<file path="config.mk">
export PLATFORM = sky130hd
export DESIGN_NAME = comparator_search_ctrl
export DESIGN_NICKNAME = d
export VERILOG_FILES = /design/src/rtl/comparator_search_ctrl.sv
export SDC_FILE = /design/constraint.sdc
export NUM_CORES = 1
export LEC_CHECK = 0
export ABC_AREA = 1
export CORE_ASPECT_RATIO = 0.7
export CORE_MARGIN = 2
export CORE_UTILIZATION = 62
export CTS_CLUSTER_SIZE = 28
export DETAILED_ROUTE_END_ITERATION = 12
export PLACE_DENSITY = 0.91
export SLEW_MARGIN = 20
export SYNTH_ARGS = -nofsm -noshare
export SYNTH_HDL_FRONTEND = slang
export SYNTH_SLANG_ARGS = --single-unit
</file>
<file path="constraint.sdc">
create_clock -name clk -period 3.5 [get_ports clk]
set_input_delay 1.05 -clock clk [delete_from_list [all_inputs] [get_ports clk]]
set_output_delay 1.05 -clock clk [all_outputs]
set_load 0.005 [all_outputs]
</file>
<file path="src/rtl/comparator_search_ctrl.sv">
// Lookup engine: scans a DEPTH-entry tag table one entry per cycle through a
// single shared equality comparator and reports the lowest matching index.

module comparator #(
   parameter int WIDTH = 8
) (
   input  logic [WIDTH-1:0] in_1,
   input  logic [WIDTH-1:0] in_2,
   output logic             result
);
   assign result = (in_1 == in_2);
endmodule

module comparator_search_ctrl #(
   parameter int WIDTH = 8,
   parameter int DEPTH = 8
) (
   input  logic                     clk,
   input  logic                     rst,
   input  logic                     wr_en,
   input  logic [$clog2(DEPTH)-1:0] wr_addr,
   input  logic [WIDTH-1:0]         wr_data,
   input  logic                     clear,
   input  logic                     start,
   input  logic [WIDTH-1:0]         key,
   output logic                     busy,
   output logic                     done,
   output logic                     hit,
   output logic [$clog2(DEPTH)-1:0] hit_index
);
   localparam int AW = $clog2(DEPTH);

   localparam logic [1:0] S_IDLE   = 2'd0;
   localparam logic [1:0] S_SEARCH = 2'd1;
   localparam logic [1:0] S_DONE   = 2'd2;

   logic [1:0]       state_q, state_d;
   logic [AW-1:0]    idx_q, idx_d;
   logic [WIDTH-1:0] key_q, key_d;
   logic             hit_q, hit_d;
   logic [AW-1:0]    hit_index_q, hit_index_d;
   logic [DEPTH-1:0] valid_q, valid_d;
   logic [WIDTH-1:0] entry_q [DEPTH];
   logic             cmp_result;
   logic             match;

   // Compare reads the table asynchronously so a same-cycle write is not seen.
   comparator #(.WIDTH(WIDTH)) u_cmp (
      .in_1   (key_q),
      .in_2   (entry_q[idx_q]),
      .result (cmp_result)
   );

   assign match = cmp_result & valid_q[idx_q];

   // Clear drops every valid bit, but a simultaneous write re-validates its entry.
   genvar gi;
   generate
      for (gi = 0; gi < DEPTH; gi++) begin : g_valid
         assign valid_d[gi] = (wr_en && (wr_addr == AW'(gi))) ? 1'b1 :
                              (clear ? 1'b0 : valid_q[gi]);
      end
   endgenerate

   always_ff @(posedge clk) begin
      if (wr_en) begin
         entry_q[wr_addr] <= wr_data;
      end
   end

   always_comb begin
      state_d     = state_q;
      idx_d       = idx_q;
      key_d       = key_q;
      hit_d       = hit_q;
      hit_index_d = hit_index_q;
      case (state_q)
         S_IDLE: begin
            if (start) begin
               key_d   = key;
               idx_d   = '0;
               state_d = S_SEARCH;
            end
         end
         S_SEARCH: begin
            if (match) begin
               hit_d       = 1'b1;
               hit_index_d = idx_q;
               state_d     = S_DONE;
            end else if (idx_q == AW'(DEPTH - 1)) begin
               hit_d       = 1'b0;
               hit_index_d = '0;
               state_d     = S_DONE;
            end else begin
               idx_d = idx_q + 1'b1;
            end
         end
         S_DONE: begin
            state_d = S_IDLE;
         end
         default: begin
            state_d = S_IDLE;
         end
      endcase
   end

   always_ff @(posedge clk or posedge rst) begin
      if (rst) begin
         state_q     <= S_IDLE;
         idx_q       <= '0;
         key_q       <= '0;
         hit_q       <= 1'b0;
         hit_index_q <= '0;
         valid_q     <= '0;
      end else begin
         state_q     <= state_d;
         idx_q       <= idx_d;
         key_q       <= key_d;
         hit_q       <= hit_d;
         hit_index_q <= hit_index_d;
         valid_q     <= valid_d;
      end
   end

   assign busy      = (state_q != S_IDLE);
   assign done      = (state_q == S_DONE);
   assign hit       = hit_q;
   assign hit_index = hit_index_q;

endmodule

</file>
* Word level (Yosys, flattened, before mapping) *
Memories as Yosys holds them, arrays and structs flattened.
Index checks and enable logic that the tools add are counted.
W data, S select, Z words.

storage, ports and cells
  bits in registers = 25
  memory bits (writable) = 64
  bits of input ports = 24
  output and inout bits = 6
  word-level logic and storage cells = 82
  memories kept = 1

cells by class
  add/subtract/negate cells = 1
  $lt $le $gt $ge = 1
  equality and inequality tests = 15
  mux-type cells = 25
  bitwise operators = 1
  reduce and logical (&&, ||, !) cells = 25

memory list
  name     words  width  rd ports  clocked after memory_dff  wr ports  RTL line  text
  entry_q  8      8      1         0                         1         43        logic [WIDTH-1:0] entry_q [DEPTH];

operators with widths
  cell                   count
  $reduce_bool A2 Y1     11
  $eq A3 B3 Y1 const B   5
  $mux W3                5
  $mux W1                14
  $eq A8 B8 Y1           1
  $logic_and A1 B1 Y1    8
  $eq A3 B2 Y1 const B   2
  $mux W2                3
  $ne A2 B2 Y1 const B   3
  $pmux W3 S2            1
  $reduce_and A2 Y1      3
  $lt A3 B4 Y1 const B   1
  $pmux W2 S2            1
  $reduce_and A4 Y1      1
  $add A3 B1 Y3 const B  1
  $bmux W1 S3            1
  $eq A3 B1 Y1 const B   1
  $logic_not A3 Y1       1
  $ne A3 B3 Y1 const B   1
  $eq A2 B1 Y1 const B   1
  $eq A2 B2 Y1 const B   1
  $logic_not A2 Y1       1
  $and A1 B1 Y1          1

* Logic depth before layout (Yosys ltp) *
  word-level depth = 5
  depth in mapped cells = 17
  mapped depth without buffers = 15

* Cells and area by module *
Synthesis repeated with hierarchy kept, for this count alone.

unflattened totals
  cells, all modules = 348
  area, all modules = 3834.9 um^2

modules (own cells, without submodules)
  module                  instances  cells an instance  area each (um^2)  sequential area each (um^2)
  comparator_search_ctrl  1          304                3669.8            2547.4
  comparator              1          44                 165.2             0.0

* Least setup slack after synthesis *
OpenSTA, ideal clock, no wires.

  kind = input -> register
  from = in wr_en
  to = mem entry_q[0][0] (enable)
  setup time = 0.370 ns
  data arrival time = 1.626 ns
  required time = 3.130 ns
  slack = 1.503 ns
  stages = 4
  path buffers = 0
  cells stage by stage = inv_1 -> nor2_1 -> inv_1 -> nor2_1

between the ends
  cells in the longest elaborated chain, start to end = 2

ends and longest elaborated chain
  element                        RTL line  text
  start: declaration             20        input logic wr_en,
  $mux W1                        66        if (wr_en) begin
  $mux W1 (not written as such)  67        entry_q[wr_addr] <= wr_data;
  end: declaration               43

Every way passes these cells.

* Final worst setup path *
  from = reg idx_q[0]
  to = reg idx_q[0]

between the ends
  cells in the longest elaborated chain, start to end = 5
  elaborated cells between the ends (all ways) = 13
  those cells by class = 1 x add/sub; 4 x eq/ne; 5 x mux; 1 x bitwise; 1 x reduce/logical; 1 x memory

ends and longest elaborated chain
  element                                              RTL line  text
  start: declaration                                   38        logic [AW-1:0] idx_q, idx_d;
  start signal: assignment                             117       idx_q <= idx_d;
  $mem_v2 Z8 W8 / $bmux W1 S3 (equally long branches)  n/a
  $eq A8 B8 Y1 / $mux W1 (equally long branches)       11, 54
  $and A1 B1 Y1                                        54        assign match = cmp_result & valid_q[idx_q];
  $ne A2 B2 Y1 (no source line)                        n/a
  $reduce_and A4 Y1 (no source line)                   n/a

Parallel ways exist; a longest one is shown, timed or not. The select of a mux whose other input is x is not followed.
A chain may end at the register's enable or synchronous reset.

==> summary by stage <==
Global route
The total congestion overflow is 0. The largest net degree at the start of global routing is 35. The first global-routing pass estimated 14.8 mm of wire. The number of global-route vias before repair is 2780. The overall fraction of global-route tracks in use is 28.9%. The number of antenna violations at the first check in global routing was 0.

Logic synthesis
Yosys attributes the largest share of cell area to edfxtp_1, dfrtp_1, nand2_1. In this run the cell area of the synthesized design comes to 4000 um^2. Summing the sequential cell areas from Yosys gives 63.7% of the chip area. In this run the biggest area consumer among cell types represents 48.0% of the synthesized area. The synthesized design spends more area on one cell type than any other, namely edfxtp_1.

The count of distinct cell types in the synthesized netlist is 26. The count of state elements after synthesis is 89. Counting every instance in the synthesized netlist gives 404.

The average instance in the mapped netlist occupies 9.90 um^2. The Yosys step of the flow raised 0 warnings. When the netlist entered floorplanning its net count stood at 430.

Detailed routing
The detailed-router iteration count before antenna repair is 6. The routed wire length is 9.41 mm. The total via count after detailed routing is 2995. In the final routed layout, each cell accounts on average for 18.2 um.

The detail route stage leaves a number of antenna-violating nets equal to 0. After detailed routing, the number of remaining DRC violations is 0. Dividing the detail-routed via count by the number of cells gives 5.80. After the first detailed-routing iteration, the DRC count stood at 418.

Power and ir drop
The total power density per cell area is 712 nW/um^2. For this design the static power due to leakage is 1.96 nW. The peak supply drop is 0.347 mV.

STA
The final hold violation count is 0. Setup violations remaining at the end of the flow were counted as 0. The worst path in the final design needs a cycle of 2.57 ns, including I/O delays and setup. The share of the clock period used by the worst path is 73.5%.

The setup TNS is 0 ns. The setup skew after layout is 0.0150 ns. In this run the tightest slew margin relative to its limit is 51.1%.

The count of pins over their slew limit is 0. The final critical-path setup slack is 0.929 ns. Setup repair after global routing left no endpoint under its margin. At the pin with the least slew margin, the transition time is 0.731 ns.

The fmax is 389 MHz.

Cells and area
The multi-input combinational cells in the finished layout cover a total of 1090 um^2. The most common cell after layout, fill and taps aside is nand2_1. In the final design database the tool counted 459 nets. Registers take 2550 um^2. The final-layout fill cell count is 425.

The fraction of layout cells with a size suffix above 1 is 10.5%. The area growth from synthesis to final layout is 12.9%. The top cell types in the final layout, fill and taps aside, are nand2_1, edfxtp_1, inv_1.

The count of inserted antenna diode cells is 0.

Floorplan
In this run the count of I/O pins placed on the die edge is 30. The floorplan die width is 100 um. The placement row count is 24. The core footprint is 6250 um^2.

The effective utilization at floorplan is 64.0%. In this run the vertical extent of the chip is 71.2 um. The floorplan step defined a die boundary enclosing 7120 um^2.

Clock network
The tree built by TritonCTS fans out to 89 sinks. The count of H-tree levels built during CTS is 3. After clock tree synthesis, the setup repair step added 0 buffers. After clock tree synthesis, the clock-pin slew on the worst setup and hold paths is 0.10 ns. Clock tree synthesis selected as its root buffer the cell clkbuf_8. The TritonCTS buffer count is 9.

The number of cells upsized or downsized after cts is 0. No sink is reached through more buffers than the 2 on the longest clock path. The latest clock arrival within the worst-skew pair is 0.38 ns. The clock tree from TritonCTS is yes.

The number of buffers inserted for hold repair after clock tree synthesis is 0.

Placed design
The congestion estimate from routability-driven global placement came to 0.842. Buffers placed on the I/O ports in this run total 29. The half-perimeter wire length after detailed placement is 6.44 mm. The worst-case setup slack after placement is 0.704 ns.

Hold path
The class of the worst hold path is register to register.

Critical path
The worst-path cell with the longest stage delay is dfrtp_1. The type of element capturing the critical path is a register. Among the stages of the critical path, the cell type that occurs most often is nand2_1.

STA classifies the critical path startpoint as a register. Data on the critical path is required at its endpoint by 3.82 ns. The delay of the slowest critical-path stage is 0.76 ns.

The data arrival time of the critical path is 2.89 ns. The critical path class is register to register. Traced cell by cell, the critical path runs through buf_4 -> o21ai_1 -> o211ai_1 -> nand2_1 -> nand2_1 -> nand2_1 -> nor2_2 -> nand3_4 -> nand2_2 -> nand2_1 -> nand2_1.

The maximum fanout count along the critical path is 28.

Flow run
The max-cap violation count is 0.

Outcome
The run finished with clean final reports.
flip-flops by register name (all words and copies together), names as in the netlist:
register   cells
valid_q        8
hit            1
entry_q       64
hit_index      3
state_q        2
key_q          8
idx_q          3
layout make-up:
| class | count | area share (%) |
|---|---|---|
| clock inverters | 7 | 2.11 |
| multi-input cells | 236 | 24.2 |
| flip-flops and latches | 89 | 56.4 |
| repair buffers | 32 | 6.93 |
| well taps | 78 | 2.16 |
| inverters | 65 | 5.46 |
| clock buffers | 9 | 2.74 |
cells by family (layout without fill, tap and decap cells):
family                   Yosys count  count (layout)  share of synthesized area [%]
buffers and inverters             79             113                           9.04
adder cells (fa/ha/maj)            2               2                          0.625
flip-flops                        89              89                           63.7
XOR/XNOR                           1               1                          0.219
multiplexers                       5               5                           1.41
AO/OA/AOI/OAI                     23              23                           3.25
AND/OR/NAND/NOR                  205             205                           21.8
worst max-delay path, delay by kind of cell, from the launching register on:
family / cells / cell delay (ns)
AOI/OAI and AO/OA: 2 / 0.47
buffers and inverters: 1 / 0.41
DFF: 1 / 0.76
and+or+nand+nor: 8 / 0.87
synthesized netlist by cell type, drive strengths merged:
cell type	instances
edfxtp	64
nor2	41
xor2	1
nand2	116
nand3b	4
a21oi	4
nand3	41
clkinv	3
buf	12
o22ai	8
clkbuf	2
mux2	5
dfrtp	25
nand4	3
o211ai	2
ha	2
inv	62
o21ai	9
metal layers:
layer	part of all wire (%)	global-route usage (%)	vias to the layer above
met4	1.9	8.07	0
met2	45	41.6	191
met3	12	9.58	20
met1	42	42.8	1421
met5	0	0	-
li1	-	-	1363
final timing paths:
kind                         endpoint  slack, ns  cells past startpoint      from
max in group asynchronous    key_q[1]       2.18                      3       rst
min reg2reg                       hit       0.50                      2       hit
min in group asynchronous  valid_q[3]       1.04                      3       rst
max reg2reg                  idx_q[0]       0.93                     11  idx_q[0]
min                               hit       0.50                      2       hit
max                          idx_q[0]       0.93                     11  idx_q[0]
per-stage QoR:
stage	power, mW	cells	util [%]	instance area (um^2)	hold WS [ns]
finish	3.22	516	72.3	4510	0.502
floorplan	2.17	404	-	4000	0.474
CTS	3.20	516	72.3	4510	0.509
global placement	2.37	500	68.8	4300	0.469
detailed placement	2.43	500	68.8	4300	0.483
global route	3.39	516	72.3	4510	0.532
power breakdown:
| part | switching (mW) | internal, mW |
|---|---|---|
| combinational | 0.705 | 0.377 |
| sequential | 0.127 | 1.24 |
| clock | 0.415 | 0.352 |
| total | 1.25 | 1.97 |
(Power assumes the default switching activity.)
